## config.mk

```make
export PLATFORM = sky130hd
export DESIGN_NAME = spi_regfile_arbiter_flat
export DESIGN_NICKNAME = d
export VERILOG_FILES = /design/src/rtl/spi_regfile_arbiter_pkg.sv /design/src/rtl/spi_regfile_arbiter_if.sv /design/src/rtl/spi_regfile_arbiter_rr.sv /design/src/rtl/spi_regfile_arbiter.sv /design/src/flat_wrapper.sv
export SDC_FILE = /design/constraint.sdc
export NUM_CORES = 1
export LEC_CHECK = 0
export CORE_ASPECT_RATIO = 0.9
export CORE_UTILIZATION = 43
export DETAILED_ROUTE_END_ITERATION = 7
export PLACE_DENSITY = 0.71
export SETUP_SLACK_MARGIN = 0.2
export SLEW_MARGIN = 10
export SYNTH_ARGS = -nofsm -noshare
export SYNTH_HDL_FRONTEND = slang
export SYNTH_SLANG_ARGS = --single-unit
```

## constraint.sdc

```tcl
create_clock -name clk -period 1.8 [get_ports clk]
set_input_delay 0.45 -clock clk [delete_from_list [all_inputs] [get_ports clk]]
set_output_delay 0.45 -clock clk [all_outputs]
set_load 0.01 [all_outputs]
```

## src/rtl/spi_regfile_arbiter_pkg.sv

```systemverilog
// Shared constants and FSM state encoding for the SPI register file arbiter.
// Provides default geometry, reset values, read-only mask and states.
package spi_regs_pkg;
  localparam int SPI_NREQ = 2;
  localparam int SPI_ADDR_W = 2;
  localparam int SPI_DATA_W = 8;
  localparam logic [31:0] SPI_RST_VALS = 32'h0302_0196;
  localparam logic [3:0] SPI_RO_MASK = 4'b0001;

  typedef enum logic [1:0] {
    ST_IDLE  = 2'd0,
    ST_GRANT = 2'd1,
    ST_ACK   = 2'd2
  } state_e;
endpackage

```

## src/rtl/spi_regfile_arbiter_if.sv

```systemverilog
// Requester-side bus of the register file arbiter.
// master: req/we/addr/wdata out, ack/rdata/err/busy in; slave: reverse.
interface spi_regfile_arbiter_if #(
  parameter int NREQ = 2,
  parameter int ADDR_W = 2,
  parameter int DATA_W = 8
);
  logic [NREQ-1:0]        req;
  logic [NREQ-1:0]        we;
  logic [NREQ*ADDR_W-1:0] addr;
  logic [NREQ*DATA_W-1:0] wdata;
  logic [NREQ-1:0]        ack;
  logic [DATA_W-1:0]      rdata;
  logic                   err;
  logic                   busy;

  modport master (
    output req, we, addr, wdata,
    input  ack, rdata, err, busy
  );

  modport slave (
    input  req, we, addr, wdata,
    output ack, rdata, err, busy
  );
endinterface

```

## src/rtl/spi_regfile_arbiter_rr.sv

```systemverilog
// Round-robin arbiter: combinational winner from req and pointer.
// Ports: clk, rst, req, load (commit winner to pointer), gnt_oh, gnt_idx.
module rr_arbiter #(
  parameter int NREQ = 2,
  parameter int IDX_W = 1
) (
  input  logic             clk,
  input  logic             rst,
  input  logic [NREQ-1:0]  req,
  input  logic             load,
  output logic [NREQ-1:0]  gnt_oh,
  output logic [IDX_W-1:0] gnt_idx
);
  logic [IDX_W-1:0] ptr_q, ptr_d;
  logic             found;

  // Search starts one past the last winner and wraps.
  always_comb begin
    gnt_oh  = '0;
    gnt_idx = '0;
    found   = 1'b0;
    for (int k = 1; k <= NREQ; k++) begin
      if (!found && req[IDX_W'((int'(ptr_q) + k) % NREQ)]) begin
        found   = 1'b1;
        gnt_idx = IDX_W'((int'(ptr_q) + k) % NREQ);
        gnt_oh[IDX_W'((int'(ptr_q) + k) % NREQ)] = 1'b1;
      end
    end
  end

  always_comb begin
    ptr_d = ptr_q;
    if (load && found)
      ptr_d = gnt_idx;
  end

  always_ff @(posedge clk or posedge rst) begin
    if (rst) ptr_q <= IDX_W'(NREQ - 1);
    else     ptr_q <= ptr_d;
  end
endmodule

```

## src/rtl/spi_regfile_arbiter.sv

```systemverilog
// Register file shared by NREQ requesters through a req/ack FSM.
// Ports: clk, rst, bus (slave side of the requester bus), regs_flat.
module spi_regfile_arbiter
  import spi_regs_pkg::*;
#(
  parameter int NREQ = SPI_NREQ,
  parameter int ADDR_W = SPI_ADDR_W,
  parameter int DATA_W = SPI_DATA_W,
  parameter logic [(2**ADDR_W)*DATA_W-1:0] RST_VALS = SPI_RST_VALS,
  parameter logic [(2**ADDR_W)-1:0] RO_MASK = SPI_RO_MASK
) (
  input  logic clk,
  input  logic rst,
  spi_regfile_arbiter_if.slave bus,
  output logic [(2**ADDR_W)*DATA_W-1:0] regs_flat
);
  localparam int NREGS = 2**ADDR_W;
  localparam int IDX_W = (NREQ > 1) ? $clog2(NREQ) : 1;

  state_e            state_q, state_d;
  logic [NREQ-1:0]   ack_q, ack_d;
  logic [NREQ-1:0]   win_q, win_d;
  logic [DATA_W-1:0] rdata_q, rdata_d;
  logic              err_q, err_d;
  logic              busy_q, busy_d;
  logic              we_q, we_d;
  logic [ADDR_W-1:0] addr_q, addr_d;
  logic [DATA_W-1:0] wdata_q, wdata_d;
  logic [DATA_W-1:0] regs_q [NREGS];
  logic [DATA_W-1:0] regs_d [NREGS];

  logic [NREQ-1:0]  arb_oh;
  logic [IDX_W-1:0] arb_idx;
  logic             arb_load;

  rr_arbiter #(
    .NREQ (NREQ),
    .IDX_W(IDX_W)
  ) u_rr (
    .clk    (clk),
    .rst    (rst),
    .req    (bus.req),
    .load   (arb_load),
    .gnt_oh (arb_oh),
    .gnt_idx(arb_idx)
  );

  always_comb begin
    state_d  = state_q;
    ack_d    = ack_q;
    win_d    = win_q;
    rdata_d  = rdata_q;
    err_d    = err_q;
    we_d     = we_q;
    addr_d   = addr_q;
    wdata_d  = wdata_q;
    regs_d   = regs_q;
    arb_load = 1'b0;
    unique case (state_q)
      ST_IDLE: begin
        if (|bus.req) begin
          arb_load = 1'b1;
          win_d    = arb_oh;
          we_d     = bus.we[arb_idx];
          addr_d   = bus.addr[arb_idx*ADDR_W +: ADDR_W];
          wdata_d  = bus.wdata[arb_idx*DATA_W +: DATA_W];
          state_d  = ST_GRANT;
        end
      end
      ST_GRANT: begin
        // Read returns the pre-write value.
        rdata_d = regs_q[addr_q];
        if (we_q) begin
          if (RO_MASK[addr_q]) err_d = 1'b1;
          else                 regs_d[addr_q] = wdata_q;
        end
        ack_d   = win_q;
        state_d = ST_ACK;
      end
      ST_ACK: begin
        if (!(|(bus.req & win_q))) begin
          ack_d   = '0;
          err_d   = 1'b0;
          state_d = ST_IDLE;
        end
      end
      default: state_d = ST_IDLE;
    endcase
    busy_d = (state_d != ST_IDLE);
  end

  always_ff @(posedge clk or posedge rst) begin
    if (rst) begin
      state_q <= ST_IDLE;
      ack_q   <= '0;
      win_q   <= '0;
      rdata_q <= '0;
      err_q   <= 1'b0;
      busy_q  <= 1'b0;
      we_q    <= 1'b0;
      addr_q  <= '0;
      wdata_q <= '0;
      for (int i = 0; i < NREGS; i++)
        regs_q[i] <= RST_VALS[i*DATA_W +: DATA_W];
    end else begin
      state_q <= state_d;
      ack_q   <= ack_d;
      win_q   <= win_d;
      rdata_q <= rdata_d;
      err_q   <= err_d;
      busy_q  <= busy_d;
      we_q    <= we_d;
      addr_q  <= addr_d;
      wdata_q <= wdata_d;
      for (int i = 0; i < NREGS; i++)
        regs_q[i] <= regs_d[i];
    end
  end

  always_comb begin
    for (int i = 0; i < NREGS; i++)
      regs_flat[i*DATA_W +: DATA_W] = regs_q[i];
  end

  assign bus.ack   = ack_q;
  assign bus.rdata = rdata_q;
  assign bus.err   = err_q;
  assign bus.busy  = busy_q;
endmodule

```

## src/flat_wrapper.sv

```systemverilog
// flat-port wrapper written by rule: the top's interface ports become plain ports
module spi_regfile_arbiter_flat import spi_regs_pkg::*;
#(
  parameter int NREQ = SPI_NREQ,
  parameter int ADDR_W = SPI_ADDR_W,
  parameter int DATA_W = SPI_DATA_W,
  parameter logic [(2**ADDR_W)*DATA_W-1:0] RST_VALS = SPI_RST_VALS,
  parameter logic [(2**ADDR_W)-1:0] RO_MASK = SPI_RO_MASK
)
  (clk, rst, regs_flat, bus_req, bus_we, bus_addr, bus_wdata, bus_ack, bus_rdata, bus_err, bus_busy);
  spi_regfile_arbiter_if #(.NREQ(NREQ), .ADDR_W(ADDR_W), .DATA_W(DATA_W)) bus_i ();
  input  logic clk;
  input  logic rst;
  output logic [(2**ADDR_W)*DATA_W-1:0] regs_flat;
  input wire logic [$bits(bus_i.req)-1:0] bus_req;
  input wire logic [$bits(bus_i.we)-1:0] bus_we;
  input wire logic [$bits(bus_i.addr)-1:0] bus_addr;
  input wire logic [$bits(bus_i.wdata)-1:0] bus_wdata;
  output wire logic [$bits(bus_i.ack)-1:0] bus_ack;
  output wire logic [$bits(bus_i.rdata)-1:0] bus_rdata;
  output wire logic [$bits(bus_i.err)-1:0] bus_err;
  output wire logic [$bits(bus_i.busy)-1:0] bus_busy;
  assign bus_i.req = bus_req;
  assign bus_i.we = bus_we;
  assign bus_i.addr = bus_addr;
  assign bus_i.wdata = bus_wdata;
  assign bus_ack = bus_i.ack;
  assign bus_rdata = bus_i.rdata;
  assign bus_err = bus_i.err;
  assign bus_busy = bus_i.busy;
  spi_regfile_arbiter #(.NREQ(NREQ), .ADDR_W(ADDR_W), .DATA_W(DATA_W), .RST_VALS(RST_VALS), .RO_MASK(RO_MASK)) u_core (.clk(clk), .rst(rst), .bus(bus_i), .regs_flat(regs_flat));
endmodule
```

Yosys cells after proc, flatten, opt, wreduce, memory -nomap -nowiden
Index checks and enable logic that the tools add are counted.
{ "word_totals": {"output_inout_bits": 44, "ff_bits": 60, "ramBits": 0, "romBits": 0, "memories": 0, "wordCells": 85, "inputBits": 26, "latch_bits": 0} }
{ "op_classes": {"n_mul": 0, "n_bitwise": 4, "muxes": 35, "addsub": 2, "reduce_logical": 15, "n_lt_le_gt_ge": 8, "n_div": 0, "eq_ne": 5, "shift": 2} }
{ "op_table": {"columns": ["op", "n"], "rows": [
  ["32-bit bitwise mux", 1],
  ["8-bit 2-to-1 mux", 3],
  ["1-bit 2-to-1 mux", 18],
  ["8-bit binary-select mux with 2-bit select", 1],
  ["8-bit demux with 2-bit select", 1],
  ["16-bit by 5-bit variable part select with 8-bit output", 1],
  ["2-bit 2-to-1 mux", 5],
  ["1-bit by 3-bit < comparator with 1-bit output, second input constant", 2],
  ["2-bit case mux with 3 select lines", 1],
  ["1-bit logical AND", 5],
  ["2-bit by 1-bit inequality test with 1-bit output, second input constant", 2],
  ["2-bit case mux with 2 select lines", 1],
  ["2-bit AND reduction", 2],
  ["4-bit AND reduction", 1],
  ["2-bit nonzero test", 2],
  ["2-bit OR reduction", 2],
  ["4-bit by 3-bit variable part select with 2-bit output", 1],
  ["3-bit >= comparator, second input constant", 1],
  ["2-bit by 3-bit < comparator with 1-bit output, second input constant", 1],
  ["3-bit by 1-bit < comparator with 1-bit output, second input constant", 1],
  ["2-bit inverter with 3-bit output", 1],
  ["3-bit AND reduction", 1],
  ["1-bit adder, second input constant", 2],
  ["2-bit AND", 1],
  ["12 further kinds", 14]
]} }

Depth between registers and ports, before layout
{ "depth": {"ltp_word": 10, "ltp_mapped": 4, "mapped_depth_nobuf": 3} }

Hierarchy
From an unflattened synthesis, not the netlist that was laid out.
{ "unflattened": {"hier_cells": 188, "area_unflattened_um2": 2577.5} }
{ "modules_own_cells": {"columns": ["mod", "cells_each", "area_per_inst_um2", "seq_area_each_um2", "instances"], "rows": [
  ["spi_regfile_arbiter", 180, 2509.9, 1486.4, 1],
  ["rr_arbiter", 8, 67.6, 26.3, 1]
]} }

Worst setup path after synthesis
No wires, ideal clock.
{ "synth_timing": {"path_kind": "input-to-reg", "from": "input bus_req[0]", "to": "register u_core.wdata_q[3]", "path_slack_ns": 0.388, "required_ns": 1.675, "path_buffers": 1, "arrival_time_ns": 1.287, "path_stages": 4, "cell_sequence": "nor2b_4 buf_6 mux2_4 mux2_2"} }
{ "synth_via": {"elab_chain_cells": 7, "elab_cells_between_ends": 12, "cone_classes": "shift: 1; mux: 7; reduce/logical: 4"} }
{ "synth_rtl": {"columns": ["element", "line_no", "source"], "rows": [
  ["start, declared", "flat_wrapper.sv:15", "input wire logic [$bits(bus_i.req)-1:0] bus_req;"],
  ["1-bit 2-to-1 mux (implied by the code) (2 in a row)", "spi_regfile_arbiter_rr.sv:23", "if (!found && req[IDX_W'((int'(ptr_q) + k) % NREQ)]) begin"],
  ["1-bit 2-to-1 mux", "spi_regfile_arbiter_rr.sv:23", null],
  ["1-bit logical NOT", "spi_regfile_arbiter_rr.sv:23", null],
  ["1-bit logical AND", "spi_regfile_arbiter_rr.sv:23", null],
  ["1-bit 2-to-1 mux", "spi_regfile_arbiter_rr.sv:23", null],
  ["16-bit by 5-bit variable part select with 8-bit output", "spi_regfile_arbiter.sv:66", "wdata_d = bus.wdata[arb_idx*DATA_W +: DATA_W];"],
  ["end signal, assigned", "spi_regfile_arbiter.sv:114", "wdata_q <= wdata_d;"],
  ["end, declared", "spi_regfile_arbiter.sv:28", "logic [DATA_W-1:0] wdata_q, wdata_d;"]
]} }
Parallel ways exist; a longest one is shown, timed or not. The select of a mux whose other input is x is not followed.
A chain may end at the register's enable or synchronous reset.

Worst setup path in the final report
{ "layout_timing": {"from": "register u_core.regs_q, in the netlist u_core.regs_flat[25]", "to": "output regs_flat[25]"} }
{ "layout_lines": {"columns": ["element", "line_no", "source"], "rows": [
  ["start, declared", "spi_regfile_arbiter.sv:29", "logic [DATA_W-1:0] regs_q [NREGS];"],
  ["start signal, assigned by index", "spi_regfile_arbiter.sv:104", "regs_q[i] <= RST_VALS[i*DATA_W +: DATA_W];"],
  ["start signal, assigned by index", "spi_regfile_arbiter.sv:116", "regs_q[i] <= regs_d[i];"],
  ["end, declared", "flat_wrapper.sv:14", "output logic [(2**ADDR_W)*DATA_W-1:0] regs_flat;"]
]} }
No word-level cell between the ends.

==> results.md <==
- CP arrival: 1110 ps
- Largest delay contributor family on the critical path: flip-flops
- Hold Path Class: reg -> reg
- TritonRoute pass-1 iters: 4
- Clk slew on worst S/H paths: 60 ps
- Worst r2r src: u_core.state_q[1]
- Final core occ: 62.1%
- CP Depth: 1
- Critical path required time: 1350 ps
- Synth Net Count: 208
- Period utilization: 86.6%
- Initial antenna violation count: 0
- YS warnings: 0
- DP HPWL: 3.78 mm
- Final Max Slew Viols: 0
- Per-cell routed wire length: 16.0 um
- Status: completed
- Placer congestion estimate: 0.746
- Drt first-iter violations: 66
- Worst Clk Skew: 3.70 ps
- Post-Route WL: 5.36 mm
- Setup TNS: 0 ps
- CP peak stage delay: 540 ps
- CP endpoint: regs_flat[25]
- Sequential cell area fraction in the yosys report: 56.9%
- Longest Clk Path Bufs: 2
- Antenna diodes: 0
- Lkg Pwr: 1.69 nW
- Layout cells sized above 1: 35.7%
- FILL cells: 476
- I/O Buffers: 68
- Synthesized flop and latch total: 58
- Io pins: 70
- Worst setup path start: u_core.regs_flat[25]
- Max-cap viol count: 0
- # nets final: 287
- CTS Root Cell: clkbuf_8
- Fmax: 642 MHz
- Worst path bufs/invs: 1
- Post-route cell area: 3560 sq um
- Die Ht: 75.3 um
- Largest net degree at the start of global routing: 59
- Via count: 1,724
- Pre-CTS setup slack: -181 ps
- Unrepaired setup endpoints after global routing: true
- Final Hold Fails: 0
- Final setup fails: 0
- Hold Slack: 373 ps
- Die X: 83.5 um
- Synthesized area per cell: 14.1 sq um
- RR Endpoint: u_core.regs_flat[21]
- R2R depth: 4
- Overall power: 5.88 mW
- Max VDD drop: 0.727 mV
- Row count: 26
- Cts bufs inserted: 9
- ANT nets after route: 0
- DRC errors left: 0
- Latest clock arrival within the worst-skew pair: 330 ps
- CTS tree: yes
- Synth unique cells: 29
- Core area: 5730 sq um
- Post-DP Area: 3370 sq um
- Clock sinks: 58
- Vias in the first global route: 1,669
- Htree depth: 3
- Crit path max fanout: 3
- Crit-path cells: clkdlybuf4s15_1
- Power Density: 1650 nW/um^2
- CP Class: reg -> out
- Slowest cell on the critical path: dfstp_2
- Non-Filler Instances: 336
- Placed instance count: 317
- Final setup margin: 242 ps
- Syn-to-layout area delta: 38.4%
- Die ar.: 6290 sq um
- Initial core utilization: 44.9%
- Global-route wire length before repair: 8.67 mm
- Reg2reg setup slack: 260 ps
- Synth Instances: 182
- Drt via density: 5.13
- Critical Path Start Type: flip-flop
- Min cycle time layout: 1560 ps
- Total grt overflow: 0
- Worst setup EP type: primary output
- Syn Std Cell Area: 2570 sq um
- GRT Total Usage: 18.9%
==> cells in the mapped netlist, drive strengths merged <==
| master | number | share of area (%) |
|---|---|---|
| dfrtp | 49 | 48 |
| mux2 | 44 | 21 |
| mux2i | 18 | 7.0 |
| nand2 | 14 | 2.0 |
| clkbuf | 9 | 1.3 |
| dfstp | 9 | 9.2 |
| o221ai | 8 | 2.7 |
| buf | 7 | 2.2 |
| inv | 4 | 0.58 |
| nand2b | 4 | 1.3 |
| a32o | 2 | 0.78 |
| nor2b | 2 | 0.78 |
| nor3 | 2 | 1.3 |
| o21ai | 2 | 0.54 |
| a21oi | 1 | 0.19 |
| a31oi | 1 | 0.24 |
| and2b | 1 | 0.39 |
| and3 | 1 | 0.24 |
| conb | 1 | 0.15 |
| nor2 | 1 | 0.15 |
| o22ai | 1 | 0.24 |
| xnor2 | 1 | 0.34 |
==> layout make-up <==
cell class	instances	area, sq um	area share, %
clock buffers	15	196	5.52
multi-input cells	104	1000	28.2
inverters	4	18.8	0.528
flip-flops and latches	58	1460	41.2
well taps	70	87.6	2.46
clock inverters	1	5.00	0.141
repair buffers	84	783	22.0
==> state kept, by name, summed over array words and instances (netlist names) <==
signal,flops
u_core.bus.rdata,8
u_core.state_q,2
u_core.regs_flat,32
u_core.we_q,1
u_core.wdata_q,8
u_core.addr_q,2
u_core.bus.err,1
u_core.bus.ack,1
u_core.bus.busy,1
u_core.u_rr.ptr_q,1
u_core.win_q,1
==> layer usage <==
layer | vias up | wire (um) | global-route usage [%] | share of wire (%)
met4 | 0 | 27 | 4.52 | 0.50
met3 | 5 | 366 | 7.48 | 6.8
li1 | 807 | - | - | -
met5 | - | 0 | 0 | 0
met2 | 58 | 2470 | 29.3 | 46
met1 | 854 | 2500 | 25.5 | 47
==> report_power, final <==
| group | switching (mW) | internal (mW) |
|---|---|---|
| registers | 0.434 | 1.89 |
| logic | 1.05 | 1.35 |
| clock network | 0.477 | 0.686 |
| total | 1.96 | 3.92 |
==> worst min path at each step <==
stage | startpoint | endpoint | slack (ps) | cells past startpoint
after floorplan | u_core.regs_flat[1] | u_core.regs_flat[1] | 460 | 1
after global placement | u_core.regs_flat[7] | u_core.regs_flat[7] | 360 | 0
after detailed placement | u_core.regs_flat[4] | u_core.regs_flat[4] | 370 | 0
after CTS | u_core.regs_flat[1] | u_core.regs_flat[1] | 370 | 0
after global routing | u_core.regs_flat[1] | u_core.regs_flat[1] | 380 | 0
final | u_core.regs_flat[1] | u_core.regs_flat[1] | 370 | 0
==> cells by family (layout without fill, tap and decap cells) <==
logic type	count (synthesis)	after routing	synth area share, %
other cells	1	1	0.146
compound gates	15	15	4.72
flops	58	58	56.9
simple gates	25	25	6.13
buf+inv	20	104	4.14
xor+xnor	1	1	0.341
mux	62	62	27.6
==> placed cells by master (no fill, tap or decap), types with 2 or more instances in the layout <==
cell type        instances
clkdlybuf4s50_1         24
buf_12                   2
buf_4                   12
nand2_1                 14
mux2i_1                 18
dlygate4sd2_1           36
nor3_4                   2
inv_1                    2
mux2_4                   9
buf_6                    2
mux2_2                  35
dfstp_2                  9
dfrtp_1                 48
nand2b_1                 3
clkdlybuf4s15_1          7
o221ai_1                 8
a32o_1                   2
clkbuf_8                14
==> repair_timing <==
item	4_1_cts	5_1_grt
buffers inserted	0	3
gates resized for setup	51	6
hold buffers	0	0
setup endpoints to repair	51	17
hold endpoints to repair	0	0
(Power assumes the default switching activity.)
